File: src/rtl/pulse_symbol_buffer.sv
// -----------------------------------------------------------------------------
// pulse_symbol_buffer
//
// Small byte-writable word memory with two read paths:
//   * a combinational random-access read port (rd_addr -> rd_data), and
//   * a streaming engine that presents an inclusive address range as a
//     valid/ready symbol stream. The range may wrap through DEPTH-1 to 0 and
//     may optionally repeat forever.
//
// Ports
//   clk, rst_n        single clock, synchronous active-low reset
//   wr_en/wr_addr/wr_data/wr_be
//                     write port; bytes with wr_be[k] set are written
//   rd_addr/rd_data   combinational read of mem[rd_addr]
//   start/stop        begin streaming (in IDLE) / abort streaming
//   loop_en           at end of range, restart from the latched start address
//   start_addr/end_addr
//                     inclusive stream range, captured when the stream starts
//   stream_data/stream_valid/stream_ready/stream_last
//                     symbol stream towards the consumer
//   busy              streaming engine is in RUN
//   done              one-cycle pulse after a stream completes naturally
// -----------------------------------------------------------------------------
module pulse_symbol_buffer #(
  parameter int WIDTH = 32,
  parameter int DEPTH = 8,
  localparam int AW   = $clog2(DEPTH)
) (
  input  logic               clk,
  input  logic               rst_n,
  input  logic               wr_en,
  input  logic [AW-1:0]      wr_addr,
  input  logic [WIDTH-1:0]   wr_data,
  input  logic [WIDTH/8-1:0] wr_be,
  input  logic [AW-1:0]      rd_addr,
  output logic [WIDTH-1:0]   rd_data,
  input  logic               start,
  input  logic               stop,
  input  logic               loop_en,
  input  logic [AW-1:0]      start_addr,
  input  logic [AW-1:0]      end_addr,
  output logic [WIDTH-1:0]   stream_data,
  output logic               stream_valid,
  input  logic               stream_ready,
  output logic               stream_last,
  output logic               busy,
  output logic               done
);

  typedef enum logic {
    S_IDLE = 1'b0,
    S_RUN  = 1'b1
  } state_e;

  // ---------------------------------------------------------------------------
  // Storage
  // ---------------------------------------------------------------------------
  logic [WIDTH-1:0] mem_q [DEPTH];
  logic [WIDTH-1:0] mem_d [DEPTH];

  always_comb begin
    mem_d = mem_q;
    // Writes presented while reset is held are dropped.
    if (wr_en && rst_n) begin
      for (int b = 0; b < WIDTH / 8; b++) begin
        if (wr_be[b]) begin
          mem_d[wr_addr][b*8 +: 8] = wr_data[b*8 +: 8];
        end
      end
    end
  end

  // NOTE: the storage array has no reset branch; clearing it would turn a
  // compact memory into DEPTH*WIDTH resettable flops for no functional gain.
  always_ff @(posedge clk) begin
    mem_q <= mem_d;
  end

  assign rd_data = mem_q[rd_addr];

  // ---------------------------------------------------------------------------
  // Streaming FSM
  // ---------------------------------------------------------------------------
  state_e        state_q, state_d;
  logic [AW-1:0] ptr_q, ptr_d;
  logic [AW-1:0] start_q, start_d;
  logic [AW-1:0] end_q, end_d;
  logic          done_q, done_d;

  logic          handshake;
  logic          at_end;

  assign at_end    = (ptr_q == end_q);
  assign handshake = stream_valid && stream_ready;

  always_comb begin
    // NOTE: every signal written here gets a default first, so no path can
    // leave one unassigned and infer a latch.
    state_d = state_q;
    ptr_d   = ptr_q;
    start_d = start_q;
    end_d   = end_q;
    done_d  = 1'b0;

    unique case (state_q)
      S_IDLE: begin
        // stop wins over a simultaneous start.
        if (start && !stop) begin
          state_d = S_RUN;
          ptr_d   = start_addr;
          start_d = start_addr;
          end_d   = end_addr;
        end
      end
      S_RUN: begin
        // An abort drops the presented word and never reports completion.
        if (stop) begin
          state_d = S_IDLE;
        end else if (handshake) begin
          if (!at_end) begin
            // Natural AW-bit wrap lets a range run through DEPTH-1 to 0.
            ptr_d = ptr_q + AW'(1);
          end else if (loop_en) begin
            ptr_d = start_q;
          end else begin
            state_d = S_IDLE;
            done_d  = 1'b1;
          end
        end
      end
      default: state_d = S_IDLE;
    endcase
  end

  // NOTE: state registers use non-blocking assignments so every flop samples
  // the pre-edge values, independent of process ordering.
  always_ff @(posedge clk) begin
    if (!rst_n) begin
      state_q <= S_IDLE;
      ptr_q   <= '0;
      start_q <= '0;
      end_q   <= '0;
      done_q  <= 1'b0;
    end else begin
      state_q <= state_d;
      ptr_q   <= ptr_d;
      start_q <= start_d;
      end_q   <= end_d;
      done_q  <= done_d;
    end
  end

  assign busy         = (state_q == S_RUN);
  assign stream_valid = busy;
  assign stream_last  = busy && at_end;
  assign stream_data  = busy ? mem_q[ptr_q] : '0;
  assign done         = done_q;

endmodule

File: config.mk
export PLATFORM = sky130hd
export DESIGN_NAME = pulse_symbol_buffer
export DESIGN_NICKNAME = d
export VERILOG_FILES = /design/src/rtl/pulse_symbol_buffer.sv
export SDC_FILE = /design/constraint.sdc
export NUM_CORES = 1
export LEC_CHECK = 0
export ABC_AREA = 1
export BUFFER_PORTS_ARGS = -buffer_cell sky130_fd_sc_hd__buf_4
export CORE_MARGIN = 2
export CORE_UTILIZATION = 41
export DETAILED_ROUTE_END_ITERATION = 8
export PLACE_DENSITY_LB_ADDON = 0.05
export SLEW_MARGIN = 5
export SYNTH_ARGS = -nofsm -noshare
export SYNTH_HDL_FRONTEND = slang
export SYNTH_SLANG_ARGS = --single-unit
File: constraint.sdc
create_clock -name clk -period 1.8 [get_ports clk]
set_clock_uncertainty 0.2 [all_clocks]
set_input_delay 0.09 -clock clk [delete_from_list [all_inputs] [get_ports clk]]
set_output_delay 0.09 -clock clk [all_outputs]
set_load 0.02 [all_outputs]
* After elaboration in Yosys (flattened, before gate mapping)
Cells that the tools add are included.
Storage, ports and cells: register bits 267, latch bits 0, RAM bits 0, memory bits (read-only) 0, input port bits 55, output and inout port bits 68, logic and storage cells 78, memories 0
Operators by class: add/sub/neg operators 1, multipliers 0, divide/modulo/power cells 0, $lt $le $gt $ge 4, equality and inequality tests 5, shift-type cells 0, mux-type cells 39, bitwise operators 7, reduce and logical (&&, ||, !) cells 9
Operators with widths (number):
- $mux 256 | 7
- $bwmux 256 | 4
- $demux 32 s3 | 4
- $bmux 32 s3 | 2
- $mux 32 | 6
- $mux 24 | 1
- $mux 16 | 1
- $mux 3 | 5
- $ge 4x4->1 const B | 3
- $not 3->4 | 3
- $mux 8 | 1
- $mux 1 | 6
- $pmux 3 s2 | 1
- $logic_and 1x1->1 | 5
- $reduce_or 5->1 | 1
- $lt 4x1->1 const B | 1
- $ne 2x2->1 const B | 2
- $not 1->1 | 4
- $reduce_and 4->1 | 1
- $add 3x1->3 const B | 1
- $eq 3x3->1 | 1
- $ne 3x3->1 const B | 1
- $ne 2x1->1 const B | 1
- $pmux 1 s2 | 1
- 2 further kinds | 2

* Logic depth before layout (Yosys ltp)
depth in word-level cells 16, gate-level depth with buffers 10

* Worst setup path after synthesis
OpenSTA, ideal clock, no wires.
path type reg-to-output, start register state_q, in the netlist busy, end output stream_data[15], arrival 1.400 ns, data required time 1.510 ns, path slack 0.110 ns, stages on the path, launching flop included 5, path through dfxtp_1 clkbuf_1 clkbuf_1 o21ai_0 nor2_1
Between the ends: longest elaborated chain between the ends 1
RTL lines:
- start: declaration | RTL line 84 | state_e state_q, state_d;
- start signal: assignment | RTL line 145 | state_q <= state_d;
- $mux 32 | RTL line 156 | assign stream_data = busy ? mem_q[ptr_q] : '0;
- end: declaration | RTL line 42 | output logic [WIDTH-1:0] stream_data,
No other way between the ends.

* Worst setup path in the final report
start register ptr_q[0], end output stream_data[29]
Between the ends: longest elaborated chain between the ends 5
RTL lines:
- start: declaration | RTL line 85 | logic [AW-1:0] ptr_q, ptr_d;
- start signal: assignment | RTL line 146 | ptr_q <= ptr_d;
- $not 3->4 (implied by the code) | RTL line 156
- $bmux 32 s3 | RTL line 156
- $mux 32 (implied by the code) (2 in a row) | RTL line 156
- $mux 32 | RTL line 156
No other way between the ends. The select of a mux whose other input is x is not followed.

==> results_dict.tcl <==
set metrics [dict create \
    status "finished with violations" \
    violations "hold timing, setup timing" \
    synth_top_cell_area_share 0.576 \
    numClockSinks 267 \
    h-tree-depth 2 \
    ios 123 \
    synth_commonest_cells "306 x o21ai_0, 301 x nor2_1, 256 x edfxtp_1" \
    ys_seq_elements 267 \
    rsz0062_at_grt "yes" \
    drc 0 \
    fin_ws_ns -0.413 \
    wirelength_mm 41.3 \
    numCtsBuffers 34 \
    slowest_delay_ns 0.39 \
    globalplace.congestion 0.807 \
    synthArstFlopShare 0 \
    min_path_type "input port to flip-flop" \
    nets 1714 \
    vias 11300 \
    core_area_sq_mm 0.0323 \
    slew_headroom 0.710 \
    powerDensity_mw_per_mm2 917 \
    dp_hpwl_mm 25.5 \
    crit_slowest_cell "dfxtp_4" \
    worstSetupPathType "flip-flop to primary output" \
    vias_per_cell 5.34 \
    maxCapViolCount 0 \
    syn_avg_cell_area_sq_um 9.21 \
    clkTransAtPathRegs_ns 0.06 \
    synth_most_common_cell "o21ai_0" \
    synth_nets 1506 \
    grt.overflow.total 0 \
    path_delay_family "buffers and inverters" \
    ys.flop_type "edfxtp_1" \
    drive_above_1_share 0.208 \
    antenna_found_initial 1 \
    fillCellCount 2934 \
    io_buffers 122 \
    grt_pass1_vias 11200 \
    die_y_microns 184 \
    rows 66 \
    required_ns 1.51 \
    insertion_delay_ns 0.50 \
    setup_viol 46 \
    hold_viol 4 \
    synth_edf_count 256 \
    fin_area_sq_mm 0.0173 \
    tightest_slew_ns 0.435 \
    post_synth_num_cell_types 29 \
    syn_area_sq_mm 0.0134 \
    path_max_fanout 24 \
    first_pass_iters 5 \
    peakVddDrop_mv 0.583 \
    post-route-period-util 1.23 \
    path_buf_inv 3 \
    synth.area.top_cells "edfxtp_1 58%, o21ai_0 11%, nor2_1 8.5%, a21oi_1 4.6%, o21ai_1 3.0%" \
    cts_root_buf "clkbuf_16" \
    postSynthCellCount 1450 \
    cts_tree "built" \
    finalCriticalPeriod_ns 2.21 \
    arrival_ns 1.92 \
    area_growth_pct 29.4 \
    slew_violations 0 \
    synthDominantAreaCellType "edfxtp_1" \
    routedWlPerCell_microns 19.5 \
    drtIter0Drc 789 \
    grt_max_degree 50 \
    finalSetupTns_ns -12.13 \
    worstPathCellList "inv_8 -> buf_16 -> nor2_1 -> o21ai_1 -> o21ai_1 -> nor2_1 -> buf_4" \
    drt.antenna.violating_nets 0 \
    die_area_sq_mm 0.0340 \
    track_usage 0.240 \
    power_leakage_nw 6.41 \
    cp-start-kind "flip-flop" \
    grt_first_pass_wirelength_mm 62.3 \
    holdWs_ns -0.00542 \
    clock_path_buffers 3 \
    die_w_microns 184 \
    yosys_warnings 0 \
    initial_core_util 0.413 \
    cp-end-kind "primary output" \
    fmax_ghz 0.452 \
    synth_seq_area_share 0.592 \
    dpl_cell_area_sq_mm 0.0153 \
]
==> final timing paths <==
check	cells after the start	endpoint	slack, ns	start
min reg2reg	2	end_q[0]	0.27	end_q[0]
max	7	stream_data[29]	-0.41	ptr_q[0]
max reg2reg	10	ptr_q[0]	0.04	ptr_q[0]
min	5	mem_q[124]	-0.005	wr_addr[1]
==> power by group <==
group / internal, mW / switching [mW]
logic: 0.958 / 1.47
registers: 6.88 / 0.0521
clock network: 3.90 / 2.58
==> routing by layer <==
layer,vias to the layer above,track usage,routed length (microns),part of all wire
met5,-,0,0,0
met4,0,0.0928,1260,0.030
met3,77,0.0316,2200,0.053
met2,357,0.395,19500,0.47
met1,5400,0.323,18300,0.44
li1,5497,-,-,-
==> layout make-up <==
type,count,area (sq um),share of cell area
Clock inverter,16,165,0.00956
Multi-Input combinational cell,980,4780,0.276
Clock buffer,42,881,0.0510
Antenna cell,1,2.50,0.000145
Inverter,99,382,0.0221
Sequential cell,267,7920,0.458
Timing Repair Buffer,276,2600,0.151
Tap cell,442,553,0.0320
==> flip-flops by register name, summed over array words and instances, names as in the netlist <==
register,count
mem_q,256
start_q,3
busy,1
end_q,3
done,1
ptr_q,3
==> layout by cell type, fill, tap and decap left out, types with 37 or more instances in the layout <==
| cell type | count |
|---|---|
| nor2_1 | 295 |
| a21oi_1 | 95 |
| buf_4 | 192 |
| o21ai_0 | 179 |
| dlygate4sd3_1 | 50 |
| nand2_1 | 100 |
| o21ai_1 | 199 |
| edfxtp_1 | 256 |
| inv_1 | 89 |
| a21oi_2 | 37 |
==> worst register-to-register path, delay by kind of cell, from the launching register on <==
family	cells	cell delay (ns)
flip-flops	1	0.43
buffers and inverters	3	0.40
AND/OR/NAND/NOR	7	0.68
==> through the flow <==
stage / util / setup WS (ns) / power, mW / std cells / hold WS [ns]
final: 0.535 / -0.413 / 15.8 / 2123 / -0.00542
after global routing: 0.535 / -0.538 / 16.4 / 2123 / 0.0217
after CTS: 0.528 / -0.458 / 15.9 / 2118 / 0.0134
after detailed placement: 0.475 / 0.0643 / 9.19 / 2009 / 0.0793
after global placement: 0.475 / 0.0696 / 9.18 / 2009 / 0.0818
after floorplan: - / 0.110 / 8.29 / 1450 / -0.0317
==> what timing repair did <==
| item | CTS | global route |
|---|---|---|
| gates resized for setup | 114 | 93 |
| endpoints found under the setup margin | 61 | 190 |
| gates cloned | 2 | 1 |
| hold endpoints to repair | 285 | 2 |
| pin swaps | 26 | 34 |
| setup buffers | 1 | 2 |
| hold buffers | 49 | 2 |
==> cells by family after synthesis <==
family / share of synthesized area
xor gates and xnor gates: 0.00187
adders and majority gates: 0.000937
DFF: 0.592
and+or+nand+nor: 0.123
AOI/OAI and AO/OA: 0.214
buffers and inverters: 0.0679
No activity file was read; power rests on OpenSTA's default activity.
